**src/rtl/cls7_pkg.sv**
```systemverilog
// Shared types and sizes for the 7-input classification harness.
package cls7_pkg;
    localparam int N_IN    = 7;
    localparam int TT_W    = 128;
    localparam int ONSET_W = 8;

    localparam logic [N_IN-1:0] X_LAST = '1;

    typedef enum logic [1:0] {IDLE, SWEEP, DRAIN} state_t;

    typedef logic [TT_W-1:0] sig_t;

    // One slot of the capture pipeline: which x index f_in will belong to.
    typedef struct packed {
        logic            vld;
        logic [N_IN-1:0] idx;
    } cap_t;
endpackage

```
**src/rtl/tt_cap_pipe.sv**
```systemverilog
// LAT-deep {valid, index} delay line aligning each presented x with its f_in.
// Latency LAT cycles (combinational pass-through when LAT=0); no backpressure, flush clears all slots.
module tt_cap_pipe
    import cls7_pkg::*;
#(
    parameter int LAT = 0
) (
    input  logic clk,
    input  logic rst_n,
    input  logic flush,
    input  cap_t in_cap,
    output cap_t out_cap
);

    generate
        if (LAT == 0) begin : g_wire
            logic unused_ok;
            assign unused_ok = &{1'b0, clk, rst_n, flush};
            assign out_cap   = in_cap;
        end else begin : g_pipe
            cap_t stg_q [LAT];

            always_ff @(posedge clk or negedge rst_n) begin
                if (!rst_n) begin
                    for (int i = 0; i < LAT; i++) stg_q[i] <= '0;
                end else if (flush) begin
                    for (int i = 0; i < LAT; i++) stg_q[i] <= '0;
                end else begin
                    stg_q[0] <= in_cap;
                    for (int i = 1; i < LAT; i++) stg_q[i] <= stg_q[i-1];
                end
            end

            assign out_cap = stg_q[LAT-1];
        end
    endgenerate

endmodule

```
**src/rtl/tt_sweep_collector.sv**
```systemverilog
// Sweeps x over 0..127, captures f_in into a 128-bit truth table, counts onset and compares to expected.
// Latency start-to-done 129+LAT cycles; no backpressure, start ignored while busy, abort cancels a sweep.
module tt_sweep_collector
    import cls7_pkg::*;
#(
    parameter int LAT = 0
) (
    input  logic               clk,
    input  logic               rst_n,
    input  logic               start,
    input  logic               abort,
    input  logic [TT_W-1:0]    expected,
    output logic [N_IN-1:0]    x,
    input  logic               f_in,
    output logic               busy,
    output logic               done,
    output logic [TT_W-1:0]    tt,
    output logic [ONSET_W-1:0] onset,
    output logic               match
);

    state_t              state_q, state_d;
    logic [N_IN-1:0]     x_q;
    sig_t                tt_q, exp_q;
    logic [ONSET_W-1:0]  onset_q;
    logic                match_q, done_q;
    logic                fin_q;
    logic                start_ok, kill, final_cap;
    cap_t                in_cap, head;

    // fin_q marks the one cycle between the last capture and done; it counts as busy.
    assign busy      = (state_q != IDLE) || fin_q;
    assign start_ok  = start && (state_q == IDLE) && !fin_q;
    assign kill      = abort && busy;
    assign final_cap = head.vld && (head.idx == X_LAST);

    assign in_cap.vld = (state_q == SWEEP);
    assign in_cap.idx = x_q;

    tt_cap_pipe #(.LAT(LAT)) u_pipe (
        .clk     (clk),
        .rst_n   (rst_n),
        .flush   (kill),
        .in_cap  (in_cap),
        .out_cap (head)
    );

    always_comb begin
        state_d = state_q;
        case (state_q)
            IDLE: begin
                if (start_ok) state_d = SWEEP;
            end
            SWEEP: begin
                if (abort || final_cap) state_d = IDLE;
                else if (x_q == X_LAST)  state_d = DRAIN;
            end
            DRAIN: begin
                if (abort || final_cap) state_d = IDLE;
            end
            default: state_d = IDLE;
        endcase
    end

    always_ff @(posedge clk or negedge rst_n) begin
        if (!rst_n) begin
            state_q <= IDLE;
            x_q     <= '0;
            tt_q    <= '0;
            exp_q   <= '0;
            onset_q <= '0;
            match_q <= 1'b0;
            done_q  <= 1'b0;
            fin_q   <= 1'b0;
        end else begin
            state_q <= state_d;
            done_q  <= 1'b0;
            if (start_ok) begin
                x_q     <= '0;
                tt_q    <= '0;
                onset_q <= '0;
                match_q <= 1'b0;
                exp_q   <= expected;
                fin_q   <= 1'b0;
            end else if (kill) begin
                // Partial tt/onset are kept for inspection; nothing is captured this edge.
                fin_q   <= 1'b0;
                match_q <= 1'b0;
            end else begin
                if ((state_q == SWEEP) && (x_q != X_LAST)) x_q <= x_q + 7'd1;
                if (head.vld) begin
                    tt_q[head.idx] <= f_in;
                    onset_q        <= onset_q + {{(ONSET_W-1){1'b0}}, f_in};
                end
                fin_q <= final_cap;
                if (fin_q) begin
                    done_q  <= 1'b1;
                    match_q <= (tt_q == exp_q);
                end
            end
        end
    end

    assign x     = x_q;
    assign tt    = tt_q;
    assign onset = onset_q;
    assign match = match_q;
    assign done  = done_q;

endmodule

```
**config.mk**
```make
export PLATFORM = sky130hd
export DESIGN_NAME = tt_sweep_collector
export DESIGN_NICKNAME = d
export VERILOG_FILES = /design/src/rtl/cls7_pkg.sv /design/src/rtl/tt_cap_pipe.sv /design/src/rtl/tt_sweep_collector.sv
export SDC_FILE = /design/constraint.sdc
export NUM_CORES = 1
export LEC_CHECK = 0
export CAP_MARGIN = 20
export CORE_AREA = 8 8 178 180
export CTS_CLUSTER_DIAMETER = 80
export DETAILED_ROUTE_END_ITERATION = 16
export DIE_AREA = 0 0 186 188
export GPL_TIMING_DRIVEN = 1
export PLACE_DENSITY = 0.75
export SLEW_MARGIN = 20
export SYNTH_ARGS = -nofsm -noshare
export SYNTH_HDL_FRONTEND = slang
export SYNTH_HIERARCHICAL = 1
export SYNTH_SLANG_ARGS = --single-unit
export TNS_END_PERCENT = 50
```
**constraint.sdc**
```tcl
create_clock -name clk -period 2.1 [get_ports clk]
set_input_delay 0.21 -clock clk [delete_from_list [all_inputs] [get_ports clk]]
set_output_delay 0.21 -clock clk [all_outputs]
set_load 0.1 [all_outputs]
```
==> results.md, run 1 <==
* Share of cells above drive strength 1 at 18.66%
* Critical path's largest stage delay at 0.54 ns
* Core Util, Final at 61.03%
* Leak at 8.140 nW
* Multi-input logic area at 5675 sq um
* Launching element type of the critical path: flip-flop
* Fill cells at 2453
* FF-to-FF setup slack at -0.02 ns
* Initial Util at 44.79%
* Delay-heaviest family, CP: simple AND/OR/NAND/NOR gates
* CTS tree: yes
* Endpoints failing setup at 1
* Clock Latency Late Sink at 0.56 ns
* WS Path Type: flip-flop to flip-flop
* Row cnt at 63
* Area delta synth->final at 36.26%
* DR WL/cell at 22.79 um
* Worst-case clock buffer depth at 3
* Most frequent cells in the layout: nand2_1, dfrtp_1, buf_4, nand3_1
* Worst Path Required at 2.59 ns
* H-tree levels at 1
* DRT Pass-1 Iters at 6
* CTS Root Cell: clkbuf_16
* CTS buffer count at 30
* Antenna-violating nets left at 0
* Crit-path most repeated cell: nand4_1
* Slew Viols, Final at 0
* FF/Latch Area at 6909 sq um
* Outcome: finished, violations left
* Drt initial violations at 1648
* Worst vdd ir at 0.0006935 V
* Pwr dens at 869.3 nW/um^2
* DIE WIDTH at 186 um
* Rel. slew slack at 54.50%
* Final hold slack at 0.06778 ns
* Worst setup EP type: flip-flop
* GRT overflow at 0
* Most common cell after layout, fill and taps aside: nand2_1
* Vias at 12570
* Gpl congestion at 0.9861
* Minimum clock period at 2.121 ns
* Maxcap violations at 0
* Boundary pin count at 279
* Clock Skew at 0.02012 ns
* Synthesized Nets at 1594
* Antenna Cells at 0
* First-pass GRT wire length at 75690 um
* Yosys warnings at 6
* Vias in the first global route at 12630
* Reg clk slew, reported paths at 0.06 ns
* Setup WS post-layout at -0.02097 ns
* Crit path max fanout at 2
* Failing checks: setup timing
* Post-Route WL at 50160 um
* Core box area at 29010 sq um
* Die area at 34970 sq um
* Max Clk Rate at 471.5 MHz
* Slew at the pin closest to its max-slew limit at 0.6800 ns
* GRT Util Overall at 28.15%
* Nets@finish at 1925
* Buf+Inv Stages, Crit Path at 1
* Final instance area at 17700 sq um
* Final Cycle Share at 101.0%
* Gate Count Post-Synth at 1458
* Slowest cell on the critical path: nor4_1
* Die Ht at 188 um
* Final hold viol count at 0
* Remaining DRCs at 0
* HP Class: primary input to flip-flop
* # port buffers at 278
* Vias per cell at 5.711
* Initial antenna violation count at 0
* WP data arrival at 2.61 ns
* Mapped Area at 12990 sq um
* Worst-path cell chain: xnor2_1, nand4_1, nor4_1, buf_4, nand4_1, o21ai_0
* DP HPWL at 36590 um
* Placed Area at 16550 sq um
* Post-Route Setup TNS at -0.02097 ns
* Largest net degree at the start of global routing at 129
* Unrepaired setup endpoints after global routing: yes
* Sink Count at 276
* Post-synthesis average cell area at 8.911 sq um
==> worst reg2reg max path, delay by kind of cell (launching register included) <==
kind / cells / cell delay (ns)
AND/OR/NAND/NOR: 3 / 1.03
flip-flops: 1 / 0.40
XOR/XNOR: 1 / 0.23
buffers and inverters: 1 / 0.21
AO/OA/AOI/OAI: 1 / 0.17
==> what timing repair did <==
item | in CTS | in global routing
resized for setup | 5 | 9
setup endpoints to repair | 16 | 79
gates cloned | 0 | 0
buffers inserted | 0 | 2
pin swaps | 0 | 1
hold buffers | 1 | 0
hold endpoints to repair | 55 | 0
==> flip-flops by register name (all words and copies together) (netlist names) <==
| register | count |
|---|---|
| tt | 128 |
| fin_q | 1 |
| done | 1 |
| onset | 8 |
| state_q | 2 |
| x | 7 |
| match | 1 |
| exp_q | 128 |
==> report_power, final <==
| group | leakage (nW) | switching [W] | total [W] | internal [W] |
|---|---|---|---|---|
| Combinational | 3.97 | 0.00212 | 0.00336 | 0.00124 |
| Clock | 0.531 | 0.00220 | 0.00569 | 0.00349 |
| Sequential | 3.64 | 0.000466 | 0.00634 | 0.00588 |
==> path summary, 6_finish.rpt <==
| kind | startpoint | to | cells after the start |
|---|---|---|---|
| hold / removal | f_in | onset[0] | 3 |
| setup / recovery | exp_q[47] | match | 6 |
| hold reg to reg | exp_q[73] | exp_q[73] | 2 |
| setup reg to reg | exp_q[47] | match | 6 |
| min in group asynchronous | rst_n | exp_q[5] | 2 |
| max in group asynchronous | rst_n | exp_q[75] | 3 |
==> final cells by class <==
class	count	area share [%]
timing repair buffer	396	20.03
clock inverter	9	0.8552
multi-input combinational	1081	32.06
sequential	276	39.03
clock buffer	45	5.188
inverter	4	0.08481
tap	390	2.756
==> per-layer routing <==
metal  wire length, um  track usage (%)  part of all wire (%)  vias up
met3              5843            7.335                    12      137
met2             22400            42.74                    45      767
li1                  -                -                     -     5556
met1             19330            37.03                    39     6109
met5                 0                0                     0        -
met4              2588            13.16                   5.2        0
==> through the flow <==
stage	total power [W]	instances	setup WS, ns
after floorplan	0.008179	1458	0.06859
after global placement	0.009605	2144	-0.2075
after detailed placement	0.009665	2144	-0.2915
after CTS	0.01535	2199	0.0003164
after global routing	0.01590	2201	-0.01754
final	0.01539	2201	-0.02097
No activity file was read; power rests on OpenSTA's default activity.
==> run 2: changes to the inputs <==
--- a/config.mk
+++ b/config.mk
@@ -6,10 +6,10 @@
 export NUM_CORES = 1
 export LEC_CHECK = 0
 export CAP_MARGIN = 20
-export CORE_AREA = 8 8 178 180
+export CORE_AREA = 8 8 163 196
 export CTS_CLUSTER_DIAMETER = 80
 export DETAILED_ROUTE_END_ITERATION = 16
-export DIE_AREA = 0 0 186 188
+export DIE_AREA = 0 0 171 204
 export GPL_TIMING_DRIVEN = 1
 export PLACE_DENSITY = 0.75
 export SLEW_MARGIN = 20
==> run 2 against run 1 <==
  * The run now ends clean
  * Maximum frequency rose by 5.9%
  * Global-route usage barely moved
  * Die area fell by 0.24%
  * Utilization fell by 1.1 points
  * Largest power group unchanged
  * Critical path type unchanged
==> results.md, run 2 (synthesis gave the netlist of run 1 again) <==
* Outcome: finished clean
* Rel. slew slack at 56.53% (+2.0 points)
* GRT Util Overall at 28.17% (about the same)
* DIE WIDTH at 171 um (-8.1%)
* Delay-heaviest family, CP: simple AND/OR/NAND/NOR gates
* Vias per cell at 5.670 (-0.71%)
* Most common cell after layout, fill and taps aside: nand2_1
* Drt initial violations at 1687 (+2.4%)
* Setup WS post-layout at 0.09719 ns (+0.1182 ns)
* Die Ht at 204 um (+8.5%)
* Clock Latency Late Sink at 0.55 ns (about the same)
* Critical R2R Capture: tt[98]
* GRT overflow at 0 (unchanged)
* Worst vdd ir at 0.0005725 V (-17%)
* FF-to-FF setup slack at 0.1 ns (+0.12 ns)
* Worst-case clock buffer depth at 3 (unchanged)
* Sink Count at 276 (unchanged)
* Endpoints failing setup at 0 (-1)
* Vias in the first global route at 12360 (-2.2%)
* Row cnt at 69 (+9.5%)
* # port buffers at 278 (unchanged)
* Unrepaired setup endpoints after global routing: no
* Largest net degree at the start of global routing at 129 (unchanged)
* Final hold viol count at 0 (unchanged)
* Vias at 12370 (-1.6%)
* H-tree levels at 1 (unchanged)
* Gpl congestion at 1.004 (+1.8%)
* HP Class: primary input to flip-flop
* Slowest cell on the critical path: dfrtp_1
* Setup bufs post-CTS at 0 (unchanged)
* CTS buffer count at 29 (-3.3%)
* Worst setup EP type: flip-flop
* Most frequent cells in the layout: nand2_1, dfrtp_1, buf_4, nand3_1, o21ai_0
* Hold path start: f_in
* Antenna-violating nets left at 0 (unchanged)
* Remaining DRCs at 0 (unchanged)
* Clock Skew at 0.007645 ns (-0.01247 ns)
* Minimum clock period at 2.003 ns (-0.1182 ns)
* Share of cells above drive strength 1 at 17.47% (-1.2 points)
* DR WL/cell at 23.08 um (+1.3%)
* Slew at the pin closest to its max-slew limit at 0.6520 ns (-0.02792 ns)
* Final instance area at 17390 sq um (-1.8%)
* Critical path's largest stage delay at 0.46 ns (-0.08 ns)
* Worst R2R Path Depth at 5 (-1)
* Placed Area at 16440 sq um (-0.62%)
* Initial antenna violation count at 1 (+1)
* Worst-path cell chain: buf_4, nor2_1, nand3_1, o21ai_0, a21oi_1
* DP HPWL at 37130 um (+1.5%)
* Max Clk Rate at 499.3 MHz (+5.9%)
* CTS tree: yes
* WP data arrival at 2.43 ns (-0.18 ns)
* Core box area at 29010 sq um (unchanged)
* Worst hold path endpoint: onset[0]
* Final hold slack at 0.08133 ns (+0.01356 ns)
* First-pass GRT wire length at 75130 um (-0.74%)
* Area delta synth->final at 33.85%
* Die area at 34880 sq um (-0.24%)
* Final Cycle Share at 95.37% (-5.6 points)
* Initial Util at 44.79% (unchanged)
* Hold path cells at 3 (unchanged)
* Nets@finish at 1905 (-1.0%)
* Buf+Inv Stages, Crit Path at 1 (unchanged)
* Post-Route WL at 50360 um (+0.38%)
* Pwr dens at 838.0 nW/um^2 (-3.6%)
* WS Path Type: flip-flop to flip-flop
* Boundary pin count at 279 (unchanged)
* Power after layout at 0.01457 W (-5.3%)
* RR Startpoint: x[3]
* Antenna Cells at 0 (unchanged)
* Dpl ws at -0.1140 ns (+0.1775 ns)
* Slew Viols, Final at 0 (unchanged)
* Maxcap violations at 0 (unchanged)
* Post-Route Setup TNS at 0 ns (+0.02097 ns)
* CTS Root Cell: clkbuf_16
* Leak at 7.973 nW (-2.0%)
* Worst Path Required at 2.53 ns (-0.06 ns)
* Reg clk slew, reported paths at 0.06 ns (about the same)
* Launching element type of the critical path: flip-flop
* Crit path max fanout at 8 (+6)
* DRT Pass-1 Iters at 5 (-1)
* Fill cells at 2521 (+2.8%)
[run 2: cell count changes in the layout (fill, tap and decap cells not counted), sizes merged]
cell      delta
buf         -19
bufinv       -4
clkbuf       -5
clkinv       +6
clkinvlp     +3
[run 2: worst max path at each step]
stage               startpoint        end  slack [ns]  cells after the start
detailed placement       start   onset[7]       -0.11                      7
global route        state_q[0]     tt[90]        0.02                      8
floorplan               tt[58]      match        0.07                      6
CTS                 state_q[0]     tt[50]       0.003                      9
global placement         start  exp_q[92]       -0.04                      6
finish                    x[3]     tt[98]         0.1                      5
[run 2: final cells by class]
cell class | instances | area, sq um | area share [%]
clock buffers | 40 | 827.0 | 4.756
inverters | 4 | 15.01 | 0.08634
multi-input cells | 1081 | 5643 | 32.45
well taps | 390 | 488.0 | 2.806
flip-flops and latches | 276 | 6908 | 39.72
repair buffers | 377 | 3428 | 19.71
clock inverters | 14 | 81.33 | 0.4677
[run 2: tightest hold or removal path, stage by stage]
cell	delay (ns)
buf_4	0.11
ha_1	0.13
a32o_1	0.14
[run 2: what timing repair did]
action	CTS	global route
gates resized for setup	0	8
setup endpoints to repair	0	134
endpoints found under the hold margin	58	0
hold buffers	1	0
[run 2: power breakdown]
part / switching [W] / total [W] / internal [W] / leakage, nW
clock: 0.00214 / 0.00490 / 0.00275 / 0.450
sequential: 0.000491 / 0.00637 / 0.00588 / 3.64
combinational: 0.00209 / 0.00331 / 0.00122 / 3.88
total: 0.00473 / 0.0146 / 0.00984 / 7.97
[run 2: per-layer routing]
layer  share of wire [%]  up-vias  global-route usage [%]
met4                 5.6        2                   14.37
met1                  37     5976                   34.61
met3                  10      150                   6.357
li1                    -     5509                       -
met5               0.020        -                       0
met2                  47      735                   45.88
[run 2: metrics by stage]
stage	util, %	instances
final	59.95	2182
after global routing	59.95	2182
after CTS	59.86	2182
after detailed placement	56.69	2127
after global placement	56.69	2127
after floorplan	-	1458
